===== src/rtl/enable_ctrl_pkg.sv =====
// Shared types and width helpers for the enable_ctrl button-to-enable path.
package enable_ctrl_pkg;

  typedef enum logic {
    IDLE = 1'b0,
    RUN  = 1'b1
  } state_e;

  // Counter width for values 0..n-1, never narrower than one bit.
  function automatic int cnt_w(input int n);
    return (n <= 1) ? 1 : $clog2(n);
  endfunction

endpackage


===== src/rtl/button_debouncer.sv =====
// Synchronizes a raw button, debounces it and flags each debounced press.
module button_debouncer
  import enable_ctrl_pkg::*;
#(
  parameter int DEBOUNCE_CYCLES = 4
) (
  input  logic clk,
  input  logic reset,
  input  logic btn_in,
  output logic btn_stable,
  output logic press_pulse
);

  localparam int CW = cnt_w(DEBOUNCE_CYCLES + 1);
  localparam logic [CW-1:0] CNT_LAST = CW'(DEBOUNCE_CYCLES - 1);

  logic          sync1_q, sync1_d;
  logic          sync2_q, sync2_d;
  logic          btn_stable_q, btn_stable_d;
  logic          stable_q, stable_d;
  logic [CW-1:0] cnt_q, cnt_d;

  always_comb begin
    sync1_d      = btn_in;
    sync2_d      = sync1_q;
    stable_d     = btn_stable_q;
    btn_stable_d = btn_stable_q;
    cnt_d        = cnt_q;
    if (sync2_q == btn_stable_q) begin
      cnt_d = '0;
    end else if (cnt_q == CNT_LAST) begin
      // Disagreement lasted long enough: accept the new level.
      btn_stable_d = ~btn_stable_q;
      cnt_d        = '0;
    end else begin
      cnt_d = cnt_q + CW'(1);
    end
  end

  always_ff @(posedge clk) begin
    if (reset) begin
      sync1_q      <= 1'b0;
      sync2_q      <= 1'b0;
      btn_stable_q <= 1'b0;
      stable_q     <= 1'b0;
      cnt_q        <= '0;
    end else begin
      sync1_q      <= sync1_d;
      sync2_q      <= sync2_d;
      btn_stable_q <= btn_stable_d;
      stable_q     <= stable_d;
      cnt_q        <= cnt_d;
    end
  end

  assign btn_stable  = btn_stable_q;
  assign press_pulse = btn_stable_q & ~stable_q;

endmodule


===== src/rtl/enable_ctrl.sv =====
// Button to counter-enable control: debounce, hold/toggle run FSM, prescaler.
module enable_ctrl
  import enable_ctrl_pkg::*;
#(
  parameter int DEBOUNCE_CYCLES = 4,
  parameter int PRESCALE        = 1
) (
  input  logic clk,
  input  logic reset,
  input  logic btn_in,
  input  logic mode,
  output logic enable,
  output logic running,
  output logic press_pulse
);

  localparam int PW = cnt_w(PRESCALE);
  localparam logic [PW-1:0] PRE_LAST = PW'(PRESCALE - 1);

  logic          btn_stable;
  state_e        state_q, state_d;
  logic [PW-1:0] pre_cnt_q, pre_cnt_d;

  button_debouncer #(
    .DEBOUNCE_CYCLES(DEBOUNCE_CYCLES)
  ) u_debouncer (
    .clk        (clk),
    .reset      (reset),
    .btn_in     (btn_in),
    .btn_stable (btn_stable),
    .press_pulse(press_pulse)
  );

  always_comb begin
    state_d   = state_q;
    pre_cnt_d = '0;
    if (!mode) begin
      state_d = btn_stable ? RUN : IDLE;
    end else if (press_pulse) begin
      state_d = (state_q == RUN) ? IDLE : RUN;
    end
    // Count only while staying in RUN so every entry starts from zero.
    if (state_q == RUN && state_d == RUN) begin
      pre_cnt_d = (pre_cnt_q == PRE_LAST) ? '0 : pre_cnt_q + PW'(1);
    end
  end

  always_ff @(posedge clk) begin
    if (reset) begin
      state_q   <= IDLE;
      pre_cnt_q <= '0;
    end else begin
      state_q   <= state_d;
      pre_cnt_q <= pre_cnt_d;
    end
  end

  assign running = (state_q == RUN);
  assign enable  = (state_q == RUN) && (pre_cnt_q == PRE_LAST);

endmodule


===== config.mk =====
export PLATFORM = sky130hd
export DESIGN_NAME = enable_ctrl
export DESIGN_NICKNAME = d
export VERILOG_FILES = /design/src/rtl/enable_ctrl_pkg.sv /design/src/rtl/button_debouncer.sv /design/src/rtl/enable_ctrl.sv
export SDC_FILE = /design/constraint.sdc
export NUM_CORES = 1
export LEC_CHECK = 0
export ABC_AREA = 1
export BUFFER_PORTS_ARGS = -buffer_cell sky130_fd_sc_hd__buf_2
export CAP_MARGIN = 20
export CORE_AREA = 3 3 40 42
export DETAILED_ROUTE_END_ITERATION = 10
export DIE_AREA = 0 0 43 45
export PLACE_DENSITY = 0.55
export SLEW_MARGIN = 20
export SYNTH_ARGS = -nofsm -noshare
export SYNTH_HDL_FRONTEND = slang
export SYNTH_SLANG_ARGS = --single-unit

===== constraint.sdc =====
create_clock -name clk -period 2.7 [get_ports clk]
set_input_delay 0.405 -clock clk [delete_from_list [all_inputs] [get_ports clk]]
set_output_delay 0.405 -clock clk [all_outputs]
set_load 0.01 [all_outputs]

Word-level counts from Yosys, hierarchy flattened
Index checks and enable logic that the tools add are counted. W data, S select, Z words.

Memory bits (read-only): 0. Output and inout bits: 3. Flip-flop bits (word level): 9. Bits in writable memories: 0. Input bits: 4. Memories: 0. Bits in latches: 0. Word-level logic and storage cells: 26.

Multiplexer cells: 4. Reductions and logical operators: 5. Divide/modulo/power cells: 0. Multipliers: 0. Bitwise operators: 6. Order comparisons: 0. Equal/unequal tests: 2. Add/subtract/negate cells: 2. Shift operators: 0.

Operators by type and width (count): $reduce_or A3 Y1 (2); $not A1 Y1 (5); $mux W1 (4); $add A3 B1 Y3 const B (1); $eq A3 B2 Y1 const B (1); $logic_and A1 B1 Y1 (2); $reduce_and A2 Y1 (1); $add A1 B1 Y1 const B (1); $and A1 B1 Y1 (1); $eq A1 B1 Y1 (1).

Longest topological paths before layout
Word-level depth: 7. Gate-level depth with buffers: 5. Mapped depth without buffers: 5.

Modules after synthesis
Synthesis repeated with hierarchy kept, for this count alone.

Cells, all modules: 43. Area, all modules: 339.1 um^2.

By module, submodules not included: button_debouncer (area each 256.5 um^2, seq. area each 140.1 um^2, cells an instance 30, instances 1); enable_ctrl (area each 82.6 um^2, seq. area each 40.0 um^2, cells an instance 13, instances 1).

Worst setup path before layout
No wires, ideal clock.

Kind: flip-flop to flip-flop. Start point: register u_debouncer.cnt_q[0]. End point: register u_debouncer.cnt_q[0]. Data required time: 2636 ps. Data arrival time: 945 ps. Slack: 1691 ps. Period minus slack after synthesis: 1009 ps. Stages on the path, launching flop included: 6. Path buffers: 0. Cell sequence: dfxtp_1 > ha_1 > ha_1 > nor2_2 > nand3_2 > nor2_1.

Word-level cells in the longest chain between the ends: 2. Elaborated cells between the ends (all ways): 3.

Ends and longest elaborated chain: start, declared (line button_debouncer.sv:21) `logic [CW-1:0] cnt_q, cnt_d;`; start signal, assigned (line button_debouncer.sv:52) `cnt_q <= cnt_d;`; branches (longest 2 deep; another with $add A3 B1 Y3).

Parallel ways; which one is timed is not known. A chain may end at the register's enable or synchronous reset.

Worst setup path after layout
Start point: register u_debouncer.btn_stable_q (netlist: u_debouncer.btn_stable). End point: output port press_pulse.

Word-level cells in the longest chain between the ends: 1.

Ends and longest elaborated chain: start, declared (line button_debouncer.sv:19) `logic btn_stable_q, btn_stable_d;`; start signal, assigned (line button_debouncer.sv:50) `btn_stable_q <= btn_stable_d;`; $and A1 B1 Y1 (line button_debouncer.sv:57) `assign press_pulse = btn_stable_q & ~stable_q;`; end, declared (line enable_ctrl.sv:14) `output logic press_pulse`.

Every way passes these cells.

==> results by group <==
CTS
  • Clock transition at path regs: around 0.06 ns
  • H-tree level count: 1
  • Number of buffers on the longest clock path: 2
  • TritonCTS Sinks: 9
  • Resize count post-CTS: 0
  • Buffers inserted by post-CTS timing repair: 0
  • CTS tree: done
  • Root buffer cell: sky130_fd_sc_hd__clkbuf_4
  • Later-pin clock latency in the skew report: between 0.2 and 0.3 ns
  • Clock buffers created by TritonCTS: 3
  • Hold bufs inserted after CTS: 0

Synthesis
  • Combined area of all synthesized cells: ~350 um2
  • Post-synthesis sequential element count: 9
  • Mean cell area of the mapped netlist: 8.06 um2
  • Number of cells produced by synthesis: 43
  • Post-synth top area cell: sky130_fd_sc_hd__dfxtp_1
  • Total nets after synthesis: between 40 and 50
  • Sequential element share of the synthesized area: 0.520
  • Leading cell types by total area after synthesis: sky130_fd_sc_hd__dfxtp_1 52%, sky130_fd_sc_hd__inv_1 9.7%, sky130_fd_sc_hd__nor2_1 8.7%
  • Number of synthesized flops with an enable pin: 0
  • Dominant synthesized flop cell: sky130_fd_sc_hd__dfxtp_1
  • Share of the synthesized area in the top cell type: 0.520
  • Async set-or-reset flop fraction in the synthesized netlist: 0
  • Syn. warnings: 0
  • Commonest cells in the netlist: 9 x sky130_fd_sc_hd__dfxtp_1, 9 x sky130_fd_sc_hd__inv_1, 8 x sky130_fd_sc_hd__nor2_1
  • Distinct cells, synth: 13

Power
  • Leakage Power: between 0.2 and 0.25 nW
  • Worst voltage drop across the vdd grid: approximately 0.33 mV
  • Total power draw: roughly 0.25 mW
  • Total power divided by cell area: 583 mW/mm2

Die
  • Placeable Area: roughly 0.0013 mm2
  • Die Area: just under 0.002 mm2
  • Vertical die dimension: between 40 and 50 um
  • Ports: 7
  • Initial core utilization: 0.270
  • Horizontal extent of the die: 43 um
  • FP Rows: 13

Timing
  • Final cycle utilization of the critical path: 0.489
  • Max frequency: ~760 MHz
  • RSZ-0062 raised after global routing: false
  • Setup Skew: 0.00361 ns
  • Number of hold violations in the final report: 0
  • Number of slew-limit violations in the final report: 0
  • Setup TNS: 0 ns
  • Clock period minus worst slack: around 1.3 ns
  • Setup-failing EPs final: 0
  • Worst Setup Slack, final: ~1.4 ns

Routing
  • Total Routed Length: roughly 470 um
  • Via count: approximately 250
  • Number of DRC violations after detailed routing: 0
  • DR iter-0 viols: 5
  • Remaining antenna violation count after routing: 0
  • Via/cell ratio: ~3.7
  • 1st-pass router iterations: 3
  • Post-detailed-route wirelength per cell: roughly 6.9 um

Setup path
  • Crit path max fanout: 4
  • Worst Reg2Reg Path Length in Cells: 5
  • Worst endpoint required time: approximately 2.3 ns
  • Arr. time, crit path: 0.92 ns
  • Critical R2R Capture: u_debouncer.cnt_q[0]
  • Type of origin of the critical path: register
  • Reg2reg setup slack: roughly 1.6 ns
  • Critical Path Start: u_debouncer.btn_stable
  • Worst R2R Start: u_debouncer.cnt_q[0]
  • Endpoint type of the worst setup path: primary output
  • Kind of critical path: register to primary output

Hold path
  • Start point of the worst hold path: btn_in
  • HP Class: primary input to register
  • Cell count of the worst hold path: 3
  • Worst min-delay path endpoint: u_debouncer.sync1_q

Place
  • Number of port buffers: 6
  • Placed Cells incl. Taps: 64
  • Placer's final routability congestion estimate: 0.697
  • Placed wire-length estimate: ~360 um
  • Pre-CTS setup slack: between 1.5 and 2 ns

Layout
  • Share of final-layout standard cells stronger than drive strength 1: 0.283
  • Antenna fix cells: 0
  • Post-layout utilization of the core: 0.329
  • Non-filler instance count after layout: between 60 and 70
  • Total Nets Final: 60
  • Area growth from synthesis to final layout: 22.0%

Global routing
  • Number of global-route vias before repair: 201
  • Initial antenna violation count: 0
  • Global-route wire length before repair: roughly 830 um
  • Total congestion overflow: 0
  • Aggregate global-route resource usage: 0.0661
  • Pin count of the biggest net entering global routing: 7

Run
  • Max-cap viol count: 0

Outcome
  • Result of the run: complete, no violations
## state kept, by name, indices dropped and copies added, names as in the netlist
signal and count:
u_debouncer.sync1_q 1, u_debouncer.cnt_q 3, pre_cnt_q 1, u_debouncer.sync2_q 1, running 1, u_debouncer.btn_stable 1
u_debouncer.stable_q 1
## stage by stage
step | area [um2] | hold WS (ns)
floorplan | 347 | 0.388
global placement | 395 | 0.388
detailed placement | 395 | 0.395
CTS | 423 | 0.334
global route | 423 | 0.321
finish | 423 | 0.343
## cell usage in the layout (no fill, tap or decap), drive strengths merged
cell,count
inv,10
o21ai,1
dfxtp,9
ha,2
conb,1
buf,6
clkbuf,3
nand3,1
clkinv,1
nand2,8
a21oi,1
nor2,10
## worst max-delay path, stage by stage, from the launching register on
cell                      delay (ns)
sky130_fd_sc_hd__dfxtp_1        0.38
sky130_fd_sc_hd__inv_2          0.08
sky130_fd_sc_hd__nor2_4         0.08
sky130_fd_sc_hd__buf_2          0.13
## report_power, final
| group | switching [mW] | internal [mW] | total, mW |
|---|---|---|---|
| sequential | 0.000814 | 0.135 | 0.136 |
| clock | 0.0477 | 0.0546 | 0.102 |
| combinational | 0.00449 | 0.00337 | 0.00786 |
## area by class of cell
| cell class | instances | area, um2 |
|---|---|---|
| Timing Repair Buffer | 6 | 30.0 |
| Inverter | 10 | 37.5 |
| Tap cell | 15 | 18.8 |
| Clock buffer | 3 | 22.5 |
| Multi-Input combinational cell | 24 | 129 |
| Sequential cell | 9 | 180 |
| Clock inverter | 1 | 5.00 |
| Fill cell | 147 | 862 |
## routing by layer
layer	track usage	part of all wire	wire length, um
met5	0	0	0
met4	0.0361	0	0
met3	0.0717	0.14	67
met2	0.0719	0.39	182
met1	0.0756	0.47	219
## logic make-up (layout without fill, tap and decap cells)
group,count (synthesis),in the layout,synth area share
AOI/OAI and AO/OA,2,2,0.0289
adders and majority gates,2,2,0.0722
buffers and inverters,10,20,0.108
DFF,9,9,0.520
other,1,1,0.0108
and+or+nand+nor,19,19,0.260
## worst max-delay path by stage
stage / to / slack, ns / cells after the start
after global routing: press_pulse / 1.32 / 3
after detailed placement: u_debouncer.cnt_q[0] / 1.61 / 5
after global placement: u_debouncer.cnt_q[0] / 1.63 / 5
after CTS: press_pulse / 1.36 / 3
after floorplan: u_debouncer.cnt_q[0] / 1.69 / 5
final: press_pulse / 1.38 / 3
(Power assumes the default switching activity.)
